**src/rtl/tomasulo_pkg.sv**
```systemverilog
// rtl/tomasulo_pkg.sv - shared sizes, opcodes and reorder-buffer entry type
package tomasulo_pkg;

  localparam int ROB_DEPTH = 8;
  localparam int ROB_TAG_W = 3;
  localparam int DATA_W    = 16;
  localparam int REG_W     = 4;
  localparam int FUNC_W    = 4;
  localparam int COUNT_W   = ROB_TAG_W + 1;

  typedef logic [FUNC_W-1:0] func_t;

  localparam func_t OP_ADD   = 4'b0000;
  localparam func_t OP_SUB   = 4'b0001;
  localparam func_t OP_AND   = 4'b0010;
  localparam func_t OP_OR    = 4'b0011;
  localparam func_t OP_LOAD  = 4'b0100;
  localparam func_t OP_STORE = 4'b0101;
  localparam func_t OP_BEQ   = 4'b0110;
  localparam func_t OP_BNEQ  = 4'b0111;

  typedef struct packed {
    logic              busy;
    logic              done;
    func_t             func;
    logic [REG_W-1:0]  rd;
    logic [DATA_W-1:0] data;
  } rob_entry_t;

  // Branch results carry the taken flag in bit 0 of the CDB data.
  function automatic logic is_taken_branch(input rob_entry_t e);
    return ((e.func == OP_BEQ) || (e.func == OP_BNEQ)) && e.data[0];
  endfunction

endpackage

```
**src/rtl/rob_ptr.sv**
```systemverilog
// rtl/rob_ptr.sv - wrapping reorder-buffer pointer with increment and clear
module rob_ptr
  import tomasulo_pkg::*;
(
  input  logic                 clk1,
  input  logic                 rst,
  input  logic                 inc,
  input  logic                 clr,
  output logic [ROB_TAG_W-1:0] ptr
);

  always_ff @(posedge clk1 or posedge rst) begin
    if (rst) begin
      ptr <= '0;
    end else if (clr) begin
      ptr <= '0;
    end else if (inc) begin
      ptr <= ptr + ROB_TAG_W'(1);
    end
  end

endmodule

```
**src/rtl/rob_commit_unit.sv**
```systemverilog
// rtl/rob_commit_unit.sv - 8-entry in-order reorder buffer with CDB capture and head commit
// Optional mispredict flush on taken branch commit when ROB_FLUSH_EN is defined.
module rob_commit_unit
  import tomasulo_pkg::*;
(
  input  logic                 clk1,
  input  logic                 rst,
  input  logic                 alloc_valid,
  output logic                 alloc_ready,
  input  logic [FUNC_W-1:0]    alloc_func,
  input  logic [REG_W-1:0]     alloc_rd,
  output logic [ROB_TAG_W-1:0] alloc_tag,
  input  logic                 cdb_valid,
  input  logic [ROB_TAG_W-1:0] cdb_tag,
  input  logic [DATA_W-1:0]    cdb_data,
  output logic                 commit_valid,
  input  logic                 commit_ready,
  output logic [ROB_TAG_W-1:0] commit_tag,
  output logic [FUNC_W-1:0]    commit_func,
  output logic [REG_W-1:0]     commit_rd,
  output logic [DATA_W-1:0]    commit_data,
  output logic [COUNT_W-1:0]   count,
  output logic                 flush
);

  rob_entry_t           entries [ROB_DEPTH];
  rob_entry_t           head_e;
  logic [ROB_TAG_W-1:0] head;
  logic [ROB_TAG_W-1:0] tail;
  logic                 alloc_fire;
  logic                 commit_fire;
  logic                 cdb_write;

  rob_ptr u_head (.clk1(clk1), .rst(rst), .inc(commit_fire), .clr(flush), .ptr(head));
  rob_ptr u_tail (.clk1(clk1), .rst(rst), .inc(alloc_fire),  .clr(flush), .ptr(tail));

  assign head_e       = entries[head];
  assign commit_valid = head_e.busy && head_e.done;
  assign commit_tag   = head;
  assign commit_func  = head_e.func;
  assign commit_rd    = head_e.rd;
  assign commit_data  = head_e.data;
  assign commit_fire  = commit_valid && commit_ready;

`ifdef ROB_FLUSH_EN
  assign flush = commit_fire && is_taken_branch(head_e);
`else
  assign flush = 1'b0;
`endif

  // No full bypass: a commit in the same cycle does not open a slot.
  assign alloc_ready = (count < COUNT_W'(ROB_DEPTH)) && !flush;
  assign alloc_fire  = alloc_valid && alloc_ready;
  assign alloc_tag   = tail;

  // A slot being allocated this cycle was free, so a CDB hit on it is stale.
  assign cdb_write = cdb_valid && entries[cdb_tag].busy && !entries[cdb_tag].done &&
                     !(alloc_fire && (cdb_tag == tail));

  always_ff @(posedge clk1 or posedge rst) begin
    if (rst) begin
      for (int i = 0; i < ROB_DEPTH; i++) entries[i] <= '0;
    end else if (flush) begin
      for (int i = 0; i < ROB_DEPTH; i++) entries[i] <= '0;
    end else begin
      if (commit_fire) begin
        entries[head].busy <= 1'b0;
      end
      if (alloc_fire) begin
        entries[tail] <= '{busy: 1'b1, done: 1'b0, func: alloc_func, rd: alloc_rd, data: '0};
      end
      if (cdb_write) begin
        entries[cdb_tag].done <= 1'b1;
        entries[cdb_tag].data <= cdb_data;
      end
    end
  end

  always_ff @(posedge clk1 or posedge rst) begin
    if (rst) begin
      count <= '0;
    end else if (flush) begin
      count <= '0;
    end else if (alloc_fire && !commit_fire) begin
      count <= count + COUNT_W'(1);
    end else if (commit_fire && !alloc_fire) begin
      count <= count - COUNT_W'(1);
    end
  end

endmodule

```
**config.mk**
```make
export PLATFORM = sky130hd
export DESIGN_NAME = rob_commit_unit
export DESIGN_NICKNAME = d
export VERILOG_FILES = /design/src/rtl/tomasulo_pkg.sv /design/src/rtl/rob_ptr.sv /design/src/rtl/rob_commit_unit.sv
export SDC_FILE = /design/constraint.sdc
export NUM_CORES = 1
export LEC_CHECK = 0
export ABC_AREA = 1
export CORE_MARGIN = 8
export CORE_UTILIZATION = 55
export CTS_CLUSTER_SIZE = 8
export DETAILED_ROUTE_END_ITERATION = 8
export PLACE_DENSITY = 0.74
export SKIP_LAST_GASP = 1
export SYNTH_ARGS = -nofsm -noshare
export SYNTH_HDL_FRONTEND = slang
export SYNTH_SLANG_ARGS = --single-unit
```
**constraint.sdc**
```tcl
create_clock -name clk1 -period 19.9 [get_ports clk1]
set_input_delay 3.98 -clock clk1 [delete_from_list [all_inputs] [get_ports clk1]]
set_output_delay 3.98 -clock clk1 [all_outputs]
set_load 0.02 [all_outputs]
```
Word level (Yosys, flattened, before mapping)
Index checks and enable logic that the tools add are counted.
- multiplexer cells: 23
- magnitude comparators: 7
- reductions and logical operators: 17
- add/sub/neg operators: 4
- eq/ne operators: 1
- bitwise gates (word level): 3
- operators by type and width (operator ; number):
    208-bit bitwise mux ; 4
    208-bit two-way mux ; 3
    26-bit demux with 3-bit select ; 4
    26-bit binary-select mux with 3-bit select ; 2
    26-bit two-way mux ; 6
    25-bit two-way mux ; 1
    16-bit two-way mux ; 1
    4-bit >= comparator (second input constant) ; 3
    1-bit logical AND ; 12
    4-bit by 1-bit less-than comparator with 1-bit output (second input constant) ; 3
    3-bit NOT with 4-bit output ; 3
    4-bit two-way mux ; 2
    3-bit by 1-bit adder with 3-bit output (second input constant) ; 2
    4-bit by 1-bit adder with 4-bit output (second input constant) ; 1
    1-bit logical NOT ; 4
    4-bit less-than comparator (second input constant) ; 1
    4-bit by 1-bit subtractor with 4-bit output (second input constant) ; 1
    3-bit equality test ; 1
    2-bit nonzero test ; 1
- word-level logic and storage cells: 98
- register bits: 218

Logic depth before layout (Yosys ltp)
Gate-level depths: netlist of run 1.
- depth after elaboration: 12
- depth in mapped cells: 17
- depth with buffers taken out: 15

Hierarchy
A second synthesis of run 1 with hierarchy kept.
- cell total of the unflattened synthesis: 1832
- area, all modules: 12595.8 um^2
- by module, submodules not included (module ; area each (um^2) ; sequential area each (um^2) ; times used ; cells an instance):
    rob_commit_unit ; 12308.1 ; 5305.1 ; 1 ; 1796
    rob_ptr ; 143.9 ; 75.1 ; 2 ; 18

Least setup slack after synthesis of run 1
Ideal clock, no wire load.
- path kind: register -> output
- start point: reg u_head.ptr[0]
- end point: out commit_data[10]
- required time: 15.920 ns
- arrival time: 1.950 ns
- path buffers: 3
- slack: 13.970 ns
- stages on the path, launching flop included: 7
- cells stage by stage: dfrtp_1 > clkinv_1 > clkbuf_1 > clkbuf_1 > clkbuf_1 > nor2_1 > o2111ai_1
- cells in the longest elaborated chain, start to end: 4
- ends and longest elaborated chain (item ; RTL line ; RTL):
    start: declaration ; rob_ptr.sv:9 ; output logic [ROB_TAG_W-1:0] ptr
    start signal: assignment ; rob_ptr.sv:18 ; ptr <= ptr + ROB_TAG_W'(1);
    3-bit NOT with 4-bit output (not written as such) ; rob_commit_unit.sv:37 ; assign head_e = entries[head];
    26-bit binary-select mux with 3-bit select ; rob_commit_unit.sv:37 ;
    26-bit two-way mux (not written as such) (2 in series) ; rob_commit_unit.sv:37 ;
    end: declaration ; rob_commit_unit.sv:21 ; output logic [DATA_W-1:0] commit_data,
No other way between the ends. The select of a mux whose other input is x is not followed.

Worst setup path in the final report of run 1
- start point: reg u_head.ptr[0]
- end point: out commit_valid
- cells in the longest elaborated chain, start to end: 5
- ends and longest elaborated chain (item ; RTL line ; RTL):
    3-bit NOT with 4-bit output (not written as such) ; rob_commit_unit.sv:37 ;
    26-bit binary-select mux with 3-bit select ; rob_commit_unit.sv:37 ;
    26-bit two-way mux (not written as such) (2 in series) ; rob_commit_unit.sv:37 ;
    1-bit logical AND ; rob_commit_unit.sv:38 ; assign commit_valid = head_e.busy && head_e.done;
    end: declaration ; rob_commit_unit.sv:16 ; output logic commit_valid,
No other way between the ends. The select of a mux whose other input is x is not followed.

==> qor.csv, run 1 <==
stage,metric,value,unit
clock_tree,CTS Buf Count,31,
hold_path,hold path cells,2,
setup_path,crit-path max cell delay,0.84,ns
synthesis,Syn. warnings,0,
final_layout,"Area growth, synth to finish",11.2,%
setup_path,CP Buf/Inv Count,3,
grt,first-pass GRT wire length,60.9,mm
synthesis,"Cell Area, Synth",12800,sq um
clock_tree,CTS tree,yes,
die,core area,22700,sq um
place,hpwl dp,21.7,mm
clock_tree,clk sinks,218,
sta,fmax,118,MHz
setup_path,arrival time at the worst endpoint,4.50,ns
setup_path,Crit Path Max Fanout,64,
synthesis,Simple-Gate Fraction of Synth Area,0.288,
synthesis,compound-gate portion of the synthesized area,0.164,
die,die area,28400,sq um
final_layout,fill count,2113,
setup_path,Worst Setup SP,u_head.ptr[0],
clock_tree,"Clk Latency, worst-skew pair",0.55,ns
synthesis,synthesized instance count,1888,
job,max cap viols,0,
synthesis,Post-synth EDFFs,0,
setup_path,crit path cell chain,"clkinv_2, buf_4, nand2_1, nand3_1, nand2_1, nor2_1, nor2_1, clkdlybuf4s50_1",
grt,vias in the first global route,11300,
setup_path,Crit path required time,15.92,ns
clock_tree,Worst-path clk slew,0.05,ns
drt,Vias/cell,5.60,
drt,WL final,37.9,mm
hold_path,Min-Delay Path Class,reg -> reg,
sta,Pins Over Slew Limit,0,
sta,final setup fails,0,
run_status,status,"finished, final reports clean",
setup_path,CP Capture Type,primary output,
die,IO Count,69,
synthesis,"flops & latches, synth",218,
synthesis,prevailing post-synth register cell,dfrtp_1,
drt,1st-pass router iterations,6,
clock_tree,H-Tree Level Count,1,
sta,worst slew pin tran,1.17,ns
final_layout,"most common cell after layout, fill and taps aside",nand2_1,
synthesis,register area share after synthesis,0.427,
clock_tree,# hold bufs at CTS,0,
drt,DRT antenna net count,0,
synthesis,adder-cell share of the synthesized area,0.00646,
place,Placer Congestion,0.814,
die,# rows,55,
final_layout,ANT cells,0,
final_layout,Util after Layout,0.626,
die,starting density of the core,0.563,
sta,worst hold slack,0.476,ns
pwr,P_leak,6.96,nW
setup_path,startpoint types,flip-flop,
drt,Routed WL per cell,17.5,um
sta,setup TNS,0,ns
die,height of the die,168,um
clock_tree,maximum buffer depth of the clock tree,3,
drt,routed via count,12100,
pwr,pwr/cell area,160,nW/um^2
sta,post-layout minimum cycle time,8.48,ns
setup_path,kind of critical path,reg -> out,
setup_path,R2R Setup Slk,15.22,ns
sta,final hold violation count,0,
clock_tree,clock root cell,clkbuf_16,
grt,largest net degree at the start of global routing,106,
final_layout,Final #Nets,1918,
synthesis,"Distinct cells, synth",29,
synthesis,mux share of post-synthesis cell area,0.000881,
setup_path,Reg2Reg Capture Point,count[3],
synthesis,Synth Area per Inst,6.77,sq um
pwr,maximum VDD drop,0.0000948,V
clock_tree,CTS resizes,0,
final_layout,"commonest cells after routing, fill and taps aside","nand2_1 (543), o21ai_0 (277), dfrtp_1 (217), inv_1 (215), nor2_1 (179)",
setup_path,worst r2r path cells,16,
drt,DR iter-0 viols,1345,
synthesis,largest family of logic cells by synthesized area,simple AND/OR/NAND/NOR gates,
grt,GRT Overall Usage,0.265,
pwr,"Power, Total",2.28,mW
clock_tree,post-CTS setup buffers,0,
final_layout,fraction of layout cells with a size suffix above 1,0.0415,
drt,DRC Markers,0,
setup_path,critical register-to-register path startpoint,u_head.ptr[0],
place,PortBufs,67,
grt,total gr overflow,0,
synthesis,XOR/XNOR Fraction of Synth Area,0.00342,
synthesis,asr flop ratio synth,1.00,
setup_path,crit-path leading delay family,buffers and inverters,
sta,RSZ-0062 raised after global routing,no,
synthesis,Synthesized Nets,1926,
sta,Final Cycle Share,0.426,
sta,Slew HR,0.216,
die,Chip Width,168,um
sta,worst clock skew,0.0116,ns
setup_path,Slowest cell on crit path,dfrtp_2,
grt,initial antenna violation count,0,
area by class of cell:
class	instances	area (sq um)	area share
inverters	226	857	0.0603
clock buffers	32	779	0.0548
flip-flops and latches	218	5460	0.384
clock inverters	1	8.76	0.000616
repair buffers	83	791	0.0556
multi-input cells	1320	5970	0.420
well taps	285	357	0.0251
cells in the mapped netlist, types with 3 or more instances:
cell / n / area (sq um)
a21oi_1: 67 / 335
buf_1: 5 / 18.8
buf_2: 53 / 265
buf_4: 4 / 30.0
clkbuf_1: 60 / 225
dfrtp_1: 218 / 5460
ha_1: 5 / 62.6
inv_1: 216 / 811
inv_2: 8 / 30.0
nand2_1: 544 / 2040
nand3_1: 170 / 851
nand3_2: 4 / 40.0
nor2_1: 182 / 683
nor2_2: 7 / 43.8
o2111ai_1: 24 / 210
o211ai_1: 3 / 22.5
o21a_1: 5 / 37.5
o21ai_0: 277 / 1390
o21ai_1: 21 / 105
xnor2_1: 3 / 26.3
where the power goes:
part           internal [mW]  switching (mW)
clock                  0.271           0.184
combinational          0.378           0.699
sequential             0.636           0.110
total                   1.29           0.993
logic make-up after synthesis:
logic type / after synthesis
simple gates: 910
mux: 1
xor+xnor: 5
flops: 218
compound gates: 397
other cells: 1
fa+ha+maj: 6
buf+inv: 350
metal layers:
metal | global-route usage | share of wire | vias to the layer above
met3 | 0.0393 | 0.082 | 78
li1 | - | - | 5971
met2 | 0.426 | 0.45 | 510
met4 | 0.0815 | 0.026 | 0
met5 | 0 | 0 | -
met1 | 0.365 | 0.44 | 5574
worst max-delay path by stage:
stage                   endpoint  depth (start not counted)
finish              commit_valid                          8
global route        commit_valid                          8
CTS                 commit_valid                          8
detailed placement  entries[190]                         11
global placement    entries[114]                         11
floorplan              async pin                          1
worst register-to-register path, stage by stage (launching register included):
cell and delay [ns]:
dfrtp_2 0.84, clkinv_2 0.82, buf_4 0.62, nand2_1 0.14, nand3_1 0.07, nand2_1 0.12
inv_1 0.04, nand2_1 0.05, nand3_1 0.39, ha_1 0.39, inv_1 0.14, ha_1 0.29
a21oi_1 0.15, nand2_1 0.09, a21oi_1 0.12, o21ai_0 0.11, xor2_1 0.15
metrics by stage:
step	setup slack, ns	instances	cell area [sq um]
floorplan	9.96	1888	12800
global placement	12.08	2132	13400
detailed placement	11.99	2132	13400
CTS	11.51	2165	14200
global route	11.21	2165	14200
finish	11.42	2165	14200
Power figures use the tool's default switching activity.
==> run 2: changes to the inputs <==
- PLACE_DENSITY: 0.74 -> 0.77
- clock period: 19.9 -> 6.85 ns (I/O delays scaled with it)
==> qor.csv, run 2 (same netlist as run 1, synthesis figures left out) <==
stage,metric,value,unit,change
run_status,status,"finished, final reports clean",,
setup_path,startpoint types,flip-flop,,
drt,WL final,37.6,mm,-0.97%
die,height of the die,168,um,unchanged
clock_tree,CTS tree,yes,,
setup_path,R2R Setup Slk,3.14,ns,-12.08 ns
drt,routed via count,12300,,+1.0%
final_layout,Final #Nets,1917,,-0.052%
sta,RSZ-0062 raised after global routing,no,,
setup_path,arrival time at the worst endpoint,3.63,ns,-0.87 ns
grt,initial antenna violation count,0,,unchanged
clock_tree,post-CTS setup buffers,0,,unchanged
setup_path,kind of critical path,reg -> out,,
grt,total gr overflow,0,,unchanged
sta,fmax,200,MHz,
sta,setup TNS,0,ns,unchanged
sta,Setup WS post-layout,1.85,ns,-9.57 ns
sta,worst hold slack,0.477,ns,+0.00134 ns
clock_tree,CTS Buf Count,31,,unchanged
die,IO Count,69,,unchanged
sta,Final Cycle Share,0.730,,
hold_path,hold path cells,2,,unchanged
grt,vias in the first global route,11500,,+2.1%
drt,1st-pass router iterations,8,,+2
drt,DRT antenna net count,0,,unchanged
final_layout,ANT cells,0,,unchanged
setup_path,critical register-to-register path startpoint,u_head.ptr[0],,
drt,Vias/cell,5.66,,+1.0%
grt,GRT Overall Usage,0.264,,-0.000726
final_layout,fill count,2034,,-3.7%
die,core area,22700,sq um,unchanged
final_layout,fraction of layout cells with a size suffix above 1,0.0410,,-0.000532
clock_tree,maximum buffer depth of the clock tree,3,,unchanged
clock_tree,CTS resizes,0,,unchanged
drt,DRC Markers,0,,unchanged
hold_path,Min-Delay Path Class,reg -> reg,,
drt,Routed WL per cell,17.4,um,-0.97%
clock_tree,clock root cell,clkbuf_16,,
place,dpl ws,1.81,ns,-10.17 ns
pwr,pwr/cell area,466,nW/um^2,+190%
setup_path,Crit Path Max Fanout,74,,+16%
setup_path,Crit path required time,5.48,ns,-10.44 ns
die,Chip Width,168,um,unchanged
place,hpwl dp,21.3,mm,-1.9%
clock_tree,clk sinks,218,,unchanged
grt,first-pass GRT wire length,61.4,mm,+0.90%
sta,final setup fails,0,,unchanged
pwr,P_leak,6.96,nW,about the same
sta,Pins Over Slew Limit,0,,unchanged
drt,DR iter-0 viols,1405,,+4.5%
sta,final hold violation count,0,,unchanged
grt,largest net degree at the start of global routing,122,,+15%
clock_tree,"Clk Latency, worst-skew pair",0.55,ns,about the same
clock_tree,Worst-path clk slew,0.05,ns,about the same
place,Placer Congestion,0.835,,+2.6%
die,die area,28400,sq um,unchanged
setup_path,worst r2r path cells,15,,-1
die,starting density of the core,0.563,,unchanged
setup_path,CP Capture Type,primary output,,
sta,post-layout minimum cycle time,5.00,ns,
pwr,maximum VDD drop,0.000300,V,+220%
die,# rows,55,,unchanged
job,max cap viols,0,,unchanged
sta,worst clock skew,0.0138,ns,+0.00215 ns
clock_tree,# hold bufs at CTS,0,,unchanged
final_layout,"commonest cells after routing, fill and taps aside","nand2_1 (543), o21ai_0 (277), dfrtp_1 (217), inv_1 (215), nor2_1 (179)",,
sta,Slew HR,0.203,,-0.0135
final_layout,"most common cell after layout, fill and taps aside",nand2_1,,
sta,worst slew pin tran,1.19,ns,+0.0202 ns
setup_path,Reg2Reg Capture Point,count[3],,
final_layout,"Area growth, synth to finish",11.3,%,
place,PortBufs,67,,unchanged
clock_tree,H-Tree Level Count,1,,unchanged
## run 2: worst max-delay path by stage
stage	depth (start not counted)	end	start
2_1_floorplan	1	async pin	rst
3_3_place_gp	10	entries[162]	cdb_tag[0]
3_5_place_dp	10	entries[118]	cdb_tag[0]
4_1_cts	6	commit_data[10]	u_head.ptr[0]
5_1_grt	7	commit_valid	u_head.ptr[0]
6_report	7	commit_valid	u_head.ptr[0]
## run 2: area by class of cell
type	instances	area, sq um	area share
tap	285	357	0.0250
multi-input combinational	1320	5960	0.419
timing repair buffer	82	821	0.0577
inverter	226	853	0.0599
sequential	218	5460	0.383
clock inverter	1	7.51	0.000527
clock buffer	33	783	0.0550
## run 2: stage by stage
| step | utilization | area, sq um | cells | power (mW) |
|---|---|---|---|---|
| 2_1_floorplan | - | 12800 | 1888 | 4.30 |
| 3_3_place_gp | 0.592 | 13400 | 2131 | 5.19 |
| 3_5_place_dp | 0.592 | 13400 | 2131 | 5.29 |
| 4_1_cts | 0.627 | 14200 | 2165 | 6.63 |
| 5_1_grt | 0.627 | 14200 | 2165 | 7.15 |
| 6_report | 0.627 | 14200 | 2165 | 6.64 |
## run 2: report_power, final
part | internal [mW] | leakage, nW | switching, mW
logic | 1.10 | 3.74 | 2.08
registers | 1.85 | 2.84 | 0.276
clock network | 0.788 | 0.385 | 0.546
total | 3.74 | 6.96 | 2.90
## run 2: per-layer routing
layer / global-route usage / wire [um] / up-vias
met3: 0.0435 / 3130 / 95
met4: 0.0959 / 1180 / 0
met2: 0.419 / 17200 / 497
li1: - / - / 5960
met5: 0 / 0 / -
met1: 0.360 / 16100 / 5706
## run 2: critical path, stage by stage, from the launching register on
cell             delay, ns
dfrtp_2               0.36
clkinv_2              0.76
nand2_1               0.30
nand3_1               0.10
nand2_1               0.07
nor2_1                0.06
nor2_1                0.64
clkdlybuf4s50_1       0.75
